--- src/rtl/not_equal_pkg.sv ---
// Shared types and default constants for the not_equal_multi temporal comparator.
package not_equal_pkg;

    typedef enum logic [1:0] {
        WAIT  = 2'd0,
        FIRE  = 2'd1,
        NEVER = 2'd2
    } state_e;

    localparam int DEF_N_CH              = 4;
    localparam int DEF_GAMMA_CYCLE_WIDTH = 16;
    localparam int DEF_PULSE_WIDTH       = 8;

endpackage

--- src/rtl/gamma_counter.sv ---
// Free-running gamma-cycle counter: gstart marks gcnt==0, glast marks the final cycle.
module gamma_counter
    import not_equal_pkg::*;
#(
    parameter  int GAMMA_CYCLE_WIDTH = DEF_GAMMA_CYCLE_WIDTH,
    localparam int TW                = $clog2(GAMMA_CYCLE_WIDTH)
) (
    input  logic          aclk,
    input  logic          grst,
    output logic [TW-1:0] gcnt,
    output logic          gstart,
    output logic          glast
);

    logic [TW-1:0] gcnt_q;
    logic [TW-1:0] gcnt_d;

    assign glast  = (gcnt_q == TW'(GAMMA_CYCLE_WIDTH - 1));
    assign gstart = (gcnt_q == '0);
    assign gcnt   = gcnt_q;

    always_comb begin
        gcnt_d = glast ? '0 : gcnt_q + TW'(1);
    end

    // NOTE: sequential state uses non-blocking assignments so every flop samples pre-edge values.
    always_ff @(posedge aclk) begin
        if (grst) begin
            gcnt_q <= '0;
        end else begin
            gcnt_q <= gcnt_d;
        end
    end

endmodule

--- src/rtl/not_equal_multi.sv ---
// Multi-input temporal "not equal": y fires after a unique earliest arrival, never on a tie.
// Define NOT_EQUAL_MULTI_PULSE_EN for a PULSE_WIDTH-long y pulse; default is level mode.
module not_equal_multi
    import not_equal_pkg::*;
#(
    parameter  int N_CH              = DEF_N_CH,
    parameter  int GAMMA_CYCLE_WIDTH = DEF_GAMMA_CYCLE_WIDTH,
    parameter  int PULSE_WIDTH       = DEF_PULSE_WIDTH,
    localparam int TW                = $clog2(GAMMA_CYCLE_WIDTH),
    localparam int IW                = $clog2(N_CH)
) (
    input  logic            aclk,
    input  logic            grst,
    input  logic [N_CH-1:0] a,
    output logic            gstart,
    output logic            y,
    output logic [TW-1:0]   y_time,
    output logic [IW-1:0]   y_idx
);

    if (N_CH < 2 || N_CH > 16 || GAMMA_CYCLE_WIDTH < 4 ||
        (GAMMA_CYCLE_WIDTH & (GAMMA_CYCLE_WIDTH - 1)) != 0 ||
        PULSE_WIDTH < 1 || PULSE_WIDTH > GAMMA_CYCLE_WIDTH - 1) begin : g_bad_params
        $error("not_equal_multi: parameter out of range");
    end

    logic [TW-1:0] gcnt;
    logic          glast;

    gamma_counter #(
        .GAMMA_CYCLE_WIDTH (GAMMA_CYCLE_WIDTH)
    ) u_gamma_counter (
        .aclk   (aclk),
        .grst   (grst),
        .gcnt   (gcnt),
        .gstart (gstart),
        .glast  (glast)
    );

    state_e        state_q, state_d;
    logic          y_q, y_d;
    logic [TW-1:0] y_time_q, y_time_d;
    logic [IW-1:0] y_idx_q, y_idx_d;
    logic          any_hit;
    logic          one_hit;
    logic [IW-1:0] hit_idx;
    logic          fire;

    // In WAIT nothing has arrived yet, so every high input is a first arrival.
    assign any_hit = (a != '0);
    assign one_hit = any_hit && ((a & (a - N_CH'(1))) == '0);

    // NOTE: every always_comb output gets a default first so no latch is inferred.
    always_comb begin
        hit_idx = '0;
        for (int i = 0; i < N_CH; i++) begin
            if (a[i]) begin
                hit_idx = IW'(i);
            end
        end
    end

`ifdef NOT_EQUAL_MULTI_PULSE_EN
    localparam logic [TW-1:0] PW = TW'(PULSE_WIDTH);
    logic [TW-1:0] pcnt_q, pcnt_d;
`endif

    always_comb begin
        state_d  = state_q;
        y_time_d = y_time_q;
        y_idx_d  = y_idx_q;
        fire     = 1'b0;

        if (glast) begin
            state_d = WAIT;
        end else begin
            case (state_q)
                WAIT: begin
                    if (one_hit) begin
                        state_d  = FIRE;
                        fire     = 1'b1;
                        y_time_d = gcnt;
                        y_idx_d  = hit_idx;
                    end else if (any_hit) begin
                        state_d = NEVER;
                    end
                end
                default: ;
            endcase
        end

`ifdef NOT_EQUAL_MULTI_PULSE_EN
        pcnt_d = pcnt_q;
        y_d    = y_q;
        if (glast) begin
            y_d    = 1'b0;
            pcnt_d = '0;
        end else if (fire) begin
            y_d    = 1'b1;
            pcnt_d = TW'(1);
        end else if (y_q) begin
            if (pcnt_q == PW) begin
                y_d    = 1'b0;
                pcnt_d = '0;
            end else begin
                pcnt_d = pcnt_q + TW'(1);
            end
        end
`else
        y_d = (state_d == FIRE);
`endif

        // Result fields read zero whenever y is low.
        if (!y_d) begin
            y_time_d = '0;
            y_idx_d  = '0;
        end
    end

    always_ff @(posedge aclk) begin
        if (grst) begin
            state_q  <= WAIT;
            y_q      <= 1'b0;
            y_time_q <= '0;
            y_idx_q  <= '0;
`ifdef NOT_EQUAL_MULTI_PULSE_EN
            pcnt_q   <= '0;
`endif
        end else begin
            state_q  <= state_d;
            y_q      <= y_d;
            y_time_q <= y_time_d;
            y_idx_q  <= y_idx_d;
`ifdef NOT_EQUAL_MULTI_PULSE_EN
            pcnt_q   <= pcnt_d;
`endif
        end
    end

    assign y      = y_q;
    assign y_time = y_time_q;
    assign y_idx  = y_idx_q;

endmodule

--- config.mk ---
export PLATFORM = sky130hd
export DESIGN_NAME = not_equal_multi
export DESIGN_NICKNAME = d
export VERILOG_FILES = /design/src/rtl/not_equal_pkg.sv /design/src/rtl/gamma_counter.sv /design/src/rtl/not_equal_multi.sv
export SDC_FILE = /design/constraint.sdc
export NUM_CORES = 1
export LEC_CHECK = 0
export CAP_MARGIN = 20
export CORE_AREA = 2 2 39 41
export DETAILED_ROUTE_END_ITERATION = 10
export DIE_AREA = 0 0 41 43
export GPL_ROUTABILITY_DRIVEN = 0
export PLACE_DENSITY = 0.73
export SLEW_MARGIN = 20
export SYNTH_ARGS = -nofsm -noshare
export SYNTH_HDL_FRONTEND = slang
export SYNTH_SLANG_ARGS = --single-unit
--- constraint.sdc ---
create_clock -name aclk -period 1.66 [get_ports aclk]
set_input_delay 0.249 -clock aclk [delete_from_list [all_inputs] [get_ports aclk]]
set_output_delay 0.249 -clock aclk [all_outputs]
set_load 0.02 [all_outputs]
Yosys cells after proc, flatten, opt, wreduce, memory -nomap -nowiden
Index checks and enable logic that the tools add are counted.
{ "totals": {"register_bits": 13, "out_inout_bits": 8, "wordCells": 27, "input_bits": 6} }
{ "op_classes": {"reduce_logical": 8, "n_bitwise": 3, "eq_ne": 2, "muxes": 7, "addsub": 2} }
{ "ops": {"columns": ["cell", "n"], "rows": [
  ["2-bit 2-to-1 mux", 6],
  ["4-bit logical NOT", 2],
  ["4-bit by 1-bit adder with 4-bit output, second input constant", 1],
  ["4-bit bitwise AND", 1],
  ["4-bit equality test, second input constant", 1],
  ["4-bit nonzero test", 1],
  ["2-bit OR reduction", 2],
  ["4-bit by 1-bit subtractor with 4-bit output, second input constant", 1],
  ["3-bit AND reduction", 1],
  ["2-bit by 1-bit equality test with 1-bit output, second input constant", 1],
  ["2-bit logical NOT", 1],
  ["1-bit inverter", 2],
  ["1-bit logical AND", 1],
  ["1-bit 2-to-1 mux", 1]
]} }

Depth between registers and ports, before layout
{ "logic_depth": {"ltp_word": 10, "ltp_mapped": 7, "mapped_depth_nobuf": 5} }

Cells and area by module
From an unflattened synthesis, not the netlist that was laid out.
{ "hier_totals": {"hier_cells": 67, "hier_area_um2": 633.1} }
{ "by_module_without_submodules": {"columns": ["module", "area_each_um2", "cells_each", "n_inst", "seq_area_each_um2"], "rows": [
  ["not_equal_multi", 455.4, 48, 1, 180.2],
  ["gamma_counter", 177.7, 19, 1, 80.1]
]} }

Worst setup path after synthesis
No wires, ideal clock.
{ "synth_timing": {"path_kind": "register to register", "from": "register u_gamma_counter.gcnt_q[0], in the netlist u_gamma_counter.gcnt[0]", "to": "register y_idx_q[1], in the netlist y_idx[1]", "required_ns": 1.538, "stages_incl_launch_ff": 7, "t_arrival_ns": 1.386, "synth_period_minus_slack_ns": 1.508, "setup_ns": 0.122, "slack_ns": 0.152, "path_buffers": 1, "cell_sequence": "dfxtp_1 ha_1 a311o_1 a21o_1 buf_6 nor3_1 nor3_2"} }
{ "synth_between": {"elab_chain_len": 5, "elab_cells_between_ends": 7, "cone_classes": "2 x eq/ne; 1 x mux; 2 x bitwise; 2 x reduce/logical"} }
{ "synth_lines": {"columns": ["item", "line", "source"], "rows": [
  ["start: declaration", "gamma_counter.sv:15", "logic [TW-1:0] gcnt_q;"],
  ["start signal: assignment", "gamma_counter.sv:31", "gcnt_q <= gcnt_d;"],
  ["4-bit equality test *", "gamma_counter.sv:18", "assign glast = (gcnt_q == TW'(GAMMA_CYCLE_WIDTH - 1));"],
  ["2-bit 2-to-1 mux", "not_equal_multi.sv:74", "if (glast) begin"],
  ["2-bit by 1-bit equality test with 1-bit output", "not_equal_multi.sv:110", "y_d = (state_d == FIRE);"],
  ["1-bit inverter (no source line)", null, null],
  ["2-bit OR reduction (no source line)", null, null],
  ["end signal: assignment", "not_equal_multi.sv:133", "y_idx_q <= y_idx_d;"],
  ["end: declaration", "not_equal_multi.sv:43", "logic [IW-1:0] y_idx_q, y_idx_d;"]
]} }
Mark *: on every way between the ends. The rest lies on a longest branch, timed or not.
A chain may end at the register's enable or synchronous reset.

Worst setup path in the final report
{ "layout_timing": {"from": "register u_gamma_counter.gcnt_q[1], in the netlist u_gamma_counter.gcnt[1]", "to": "output port gstart"} }
{ "layout_between": {"elab_chain_len": 1} }
{ "layout_lines": {"columns": ["item", "line", "source"], "rows": [
  ["4-bit logical NOT", "gamma_counter.sv:19", "assign gstart = (gcnt_q == '0);"],
  ["end: declaration", "not_equal_multi.sv:15", "output logic gstart,"]
]} }
Every way passes these cells.

==> reports/results.tsv <==
stage	metric	value	unit
worst_setup_path	ff2ff_path_depth	5	
synthesis	yosysSeqAreaShare	43.7	%
grt	antenna_found_initial	0	
clock_network	htree_levels	1	
sta	fin_crit	1570	ps
layout	fin_area	788	um2
clock_network	cts.sinks	13	
detailed_routing	num_vias	498	
sta	setup_viol	0	
clock_network	cts_tree	built	
synthesis	synth_top_area_share	43.7	%
synthesis	ys_warn_count	0	
synthesis	synth_mux_area_share	8.40	%
synthesis	syn-cell-area	596	um2
place	post-dp-hpwl	811	um
sta	rsz0062_at_grt	false	
synthesis	syn_inst	63	
clock_network	insertion_delay	280	ps
floorplanning	fp.dieArea	1760	um2
floorplanning	num_rows	14	
place	placed_cell_area	761	um2
synthesis	synth_top_family_by_area	simple AND/OR/NAND/NOR gates	
sta	clock-skew-final	3.04	ps
synthesis	yosys-top-cells-area	dfxtp_1, mux2i_1, nor2_1	
detailed_routing	first_pass_iters	4	
grt	grt_max_degree	8	
worst_setup_path	crit_type	reg2out	
flow_run	drv_cap	0	
sta	hold_slack	446	ps
clock_network	root_buffer	clkbuf_4	
grt	grt_usage	14.2	%
synthesis	synth_edf_count	0	
synthesis	synth_xor_xnor_area_share	4.41	%
layout	area_growth	32.4	%
worst_setup_path	r2r_slack	100	ps
synthesis	synth_ff_type	dfxtp_1	
power	p_leak	0.344	nW
synthesis	async_reset_ff_share	0	%
worst_setup_path	cp_max_fo	4	
grt	overflow	0	
grt	grt_pass1_wl	1670	um
worst_setup_path	worst_ep_required_time	1410	ps
layout	drive_above_1_share	18.1	%
floorplanning	core_area	1380	um2
sta	fmax	635	MHz
sta	worstMarginPinSlew	220	ps
detailed_routing	viasPerCell	5.03	
worst_setup_path	cp.arrival	1330	ps
worst_setup_path	r2r_end	y_idx[1]$_SDFFE_PP0P_	
place	io_buffers	13	
synthesis	ys_types	24	
power	powerDensity	817	nW/um2
synthesis	synth_nets	71	
sta	finalCritPeriodShare	94.8	%
worst_setup_path	critPathCaptureType	output port	
min_path	worstHoldPathCells	1	
floorplanning	initial_utilization	43.0	%
detailed_routing	drc_errors	0	
clock_network	clk_pin_slew_worst_paths	70	ps
floorplanning	pin_count	14	
detailed_routing	avgRoutedWirePerCell	11.0	um
grt	grt_pass1_vias	427	
power	vdd_drop_max	0.451	mV
detailed_routing	ant_nets	0	
layout	diodes	0	
synthesis	synth-compound-area-share	14.3	%
synthesis	synth_seq_cells	13	
layout	num-nets-final	92	
floorplanning	die_w	41	um
clock_network	cts_setup_buffers	0	
clock_network	clk_path_buf_depth	2	
sta	slew_violations	0	
detailed_routing	drtIter0Drc	15	
worst_setup_path	r2r-start	u_gamma_counter.gcnt[0]$_SDFF_PP0_	
sta	hold_viol	0	
min_path	min_from	u_gamma_counter.gcnt[0]$_SDFF_PP0_	
synthesis	synthAdderAreaFrac	4.20	%
synthesis	avgSynthCellArea	9.45	um2
synthesis	synth_top_area_cell	dfxtp_1	
clock_network	cts_made_buffers	3	
min_path	min_delay_worst_endpoint	u_gamma_counter.gcnt[0]$_SDFF_PP0_	
status	status	complete, no violations	
worst_setup_path	start_kind	register	
detailed_routing	finalWirelength	1090	um
synthesis	yosys.area_share.simple	17.4	%
min_path	hp-class	reg2reg	
sta	slew_headroom	85.2	%
floorplanning	die_h	43	um
## state kept, by name, indices dropped and copies added, names as in the netlist
name                  flops
u_gamma_counter.gcnt      4
y_idx                     2
y                         1
y_time                    4
state_q                   2
## per-stage QoR
step	utilization, %	total power [mW]	cells	TNS, ps	setup slack [ps]
2_1_floorplan	-	0.418	63	0	152
3_3_place_gp	55.0	0.461	95	-1010	-189
3_5_place_dp	55.0	0.462	95	-835	-148
4_1_cts	56.8	0.649	99	0	40.8
5_1_grt	57.0	0.677	99	0	4.47
6_report	57.0	0.644	99	0	85.6
## cell usage after synthesis (all sizes together), types with 2 or more instances
cell type / instances
mux2i: 5
inv: 6
xor2: 2
nor2: 12
o21ai: 2
nor3: 3
ha: 2
nand2: 2
a21oi: 3
dfxtp: 13
buf: 2
## worst max-delay path, stage by stage (launching register included)
cell           delay (ps)
dfxtp_1               380
inv_1                  60
ha_1                  160
nor3b_1               130
dlygate4sd2_1         320
## logic make-up after synthesis
logic type | Yosys count
and+or+nand+nor | 20
DFF | 13
AOI/OAI and AO/OA | 12
buffers and inverters | 8
muxes | 5
xor gates and xnor gates | 3
adders and majority gates | 2
## what timing repair did
item	4_1_cts	5_1_grt
setup endpoints to repair	1	3
hold endpoints to repair	0	0
hold buffers	0	0
gates resized for setup	1	2
gates cloned	0	0
## worst max path at each step
stage	from	end	slack, ps	cells after the start
5_1_grt	u_gamma_counter.gcnt[0]$_SDFF_PP0_	y_time[2]$_SDFFE_PP0P_	4	5
6_report	u_gamma_counter.gcnt[1]$_SDFF_PP0_	gstart	90	4
4_1_cts	u_gamma_counter.gcnt[0]$_SDFF_PP0_	gstart	40	4
3_3_place_gp	a[0]	y_idx[0]$_SDFFE_PP0P_	-190	6
3_5_place_dp	a[2]	y_idx[1]$_SDFFE_PP0P_	-150	7
2_1_floorplan	u_gamma_counter.gcnt[0]$_SDFF_PP0_	y_idx[1]$_SDFFE_PP0P_	150	6
## power breakdown
group	switching (mW)	internal [mW]	leakage [nW]	total [mW]
registers	0.0123	0.325	0.106	0.337
clock network	0.0988	0.0934	0.0150	0.192
logic	0.0544	0.0601	0.223	0.115
## layout by cell type, fill, tap and decap left out, drive strengths merged
| master | instances |
|---|---|
| xnor2 | 1 |
| mux2i | 5 |
| o2111ai | 1 |
| o211ai | 1 |
| nor3b | 1 |
| nor2b | 1 |
| clkbuf | 4 |
| o21bai | 1 |
| dlygate4sd2 | 1 |
| a311o | 1 |
| o21ai | 2 |
| a21o | 1 |
| nand3 | 1 |
| inv | 6 |
| nand2 | 2 |
| nor2 | 12 |
| a31oi | 1 |
| nor3 | 3 |
| a21oi | 3 |
| ha | 2 |
| xor2 | 2 |
| a31o | 1 |
| clkdlybuf4s50 | 12 |
| dfxtp | 13 |
| buf | 5 |
## layout make-up
class	instances	area [um2]
inverter	6	22.5
timing repair buffer	18	166
fill	129	596
sequential	13	262
multi-input combinational	42	292
clock buffer	4	26.3
tap	16	20.0
## routing by layer
layer / part of all wire, % / vias up / track usage (%)
met2: 45 / 12 / 20.6
met5: 0 / - / 0
met3: 6.3 / 5 / 3.14
met1: 45 / 226 / 17.6
li1: - / 255 / -
met4: 3.2 / 0 / 10.0
No activity file was read; power rests on OpenSTA's default activity.
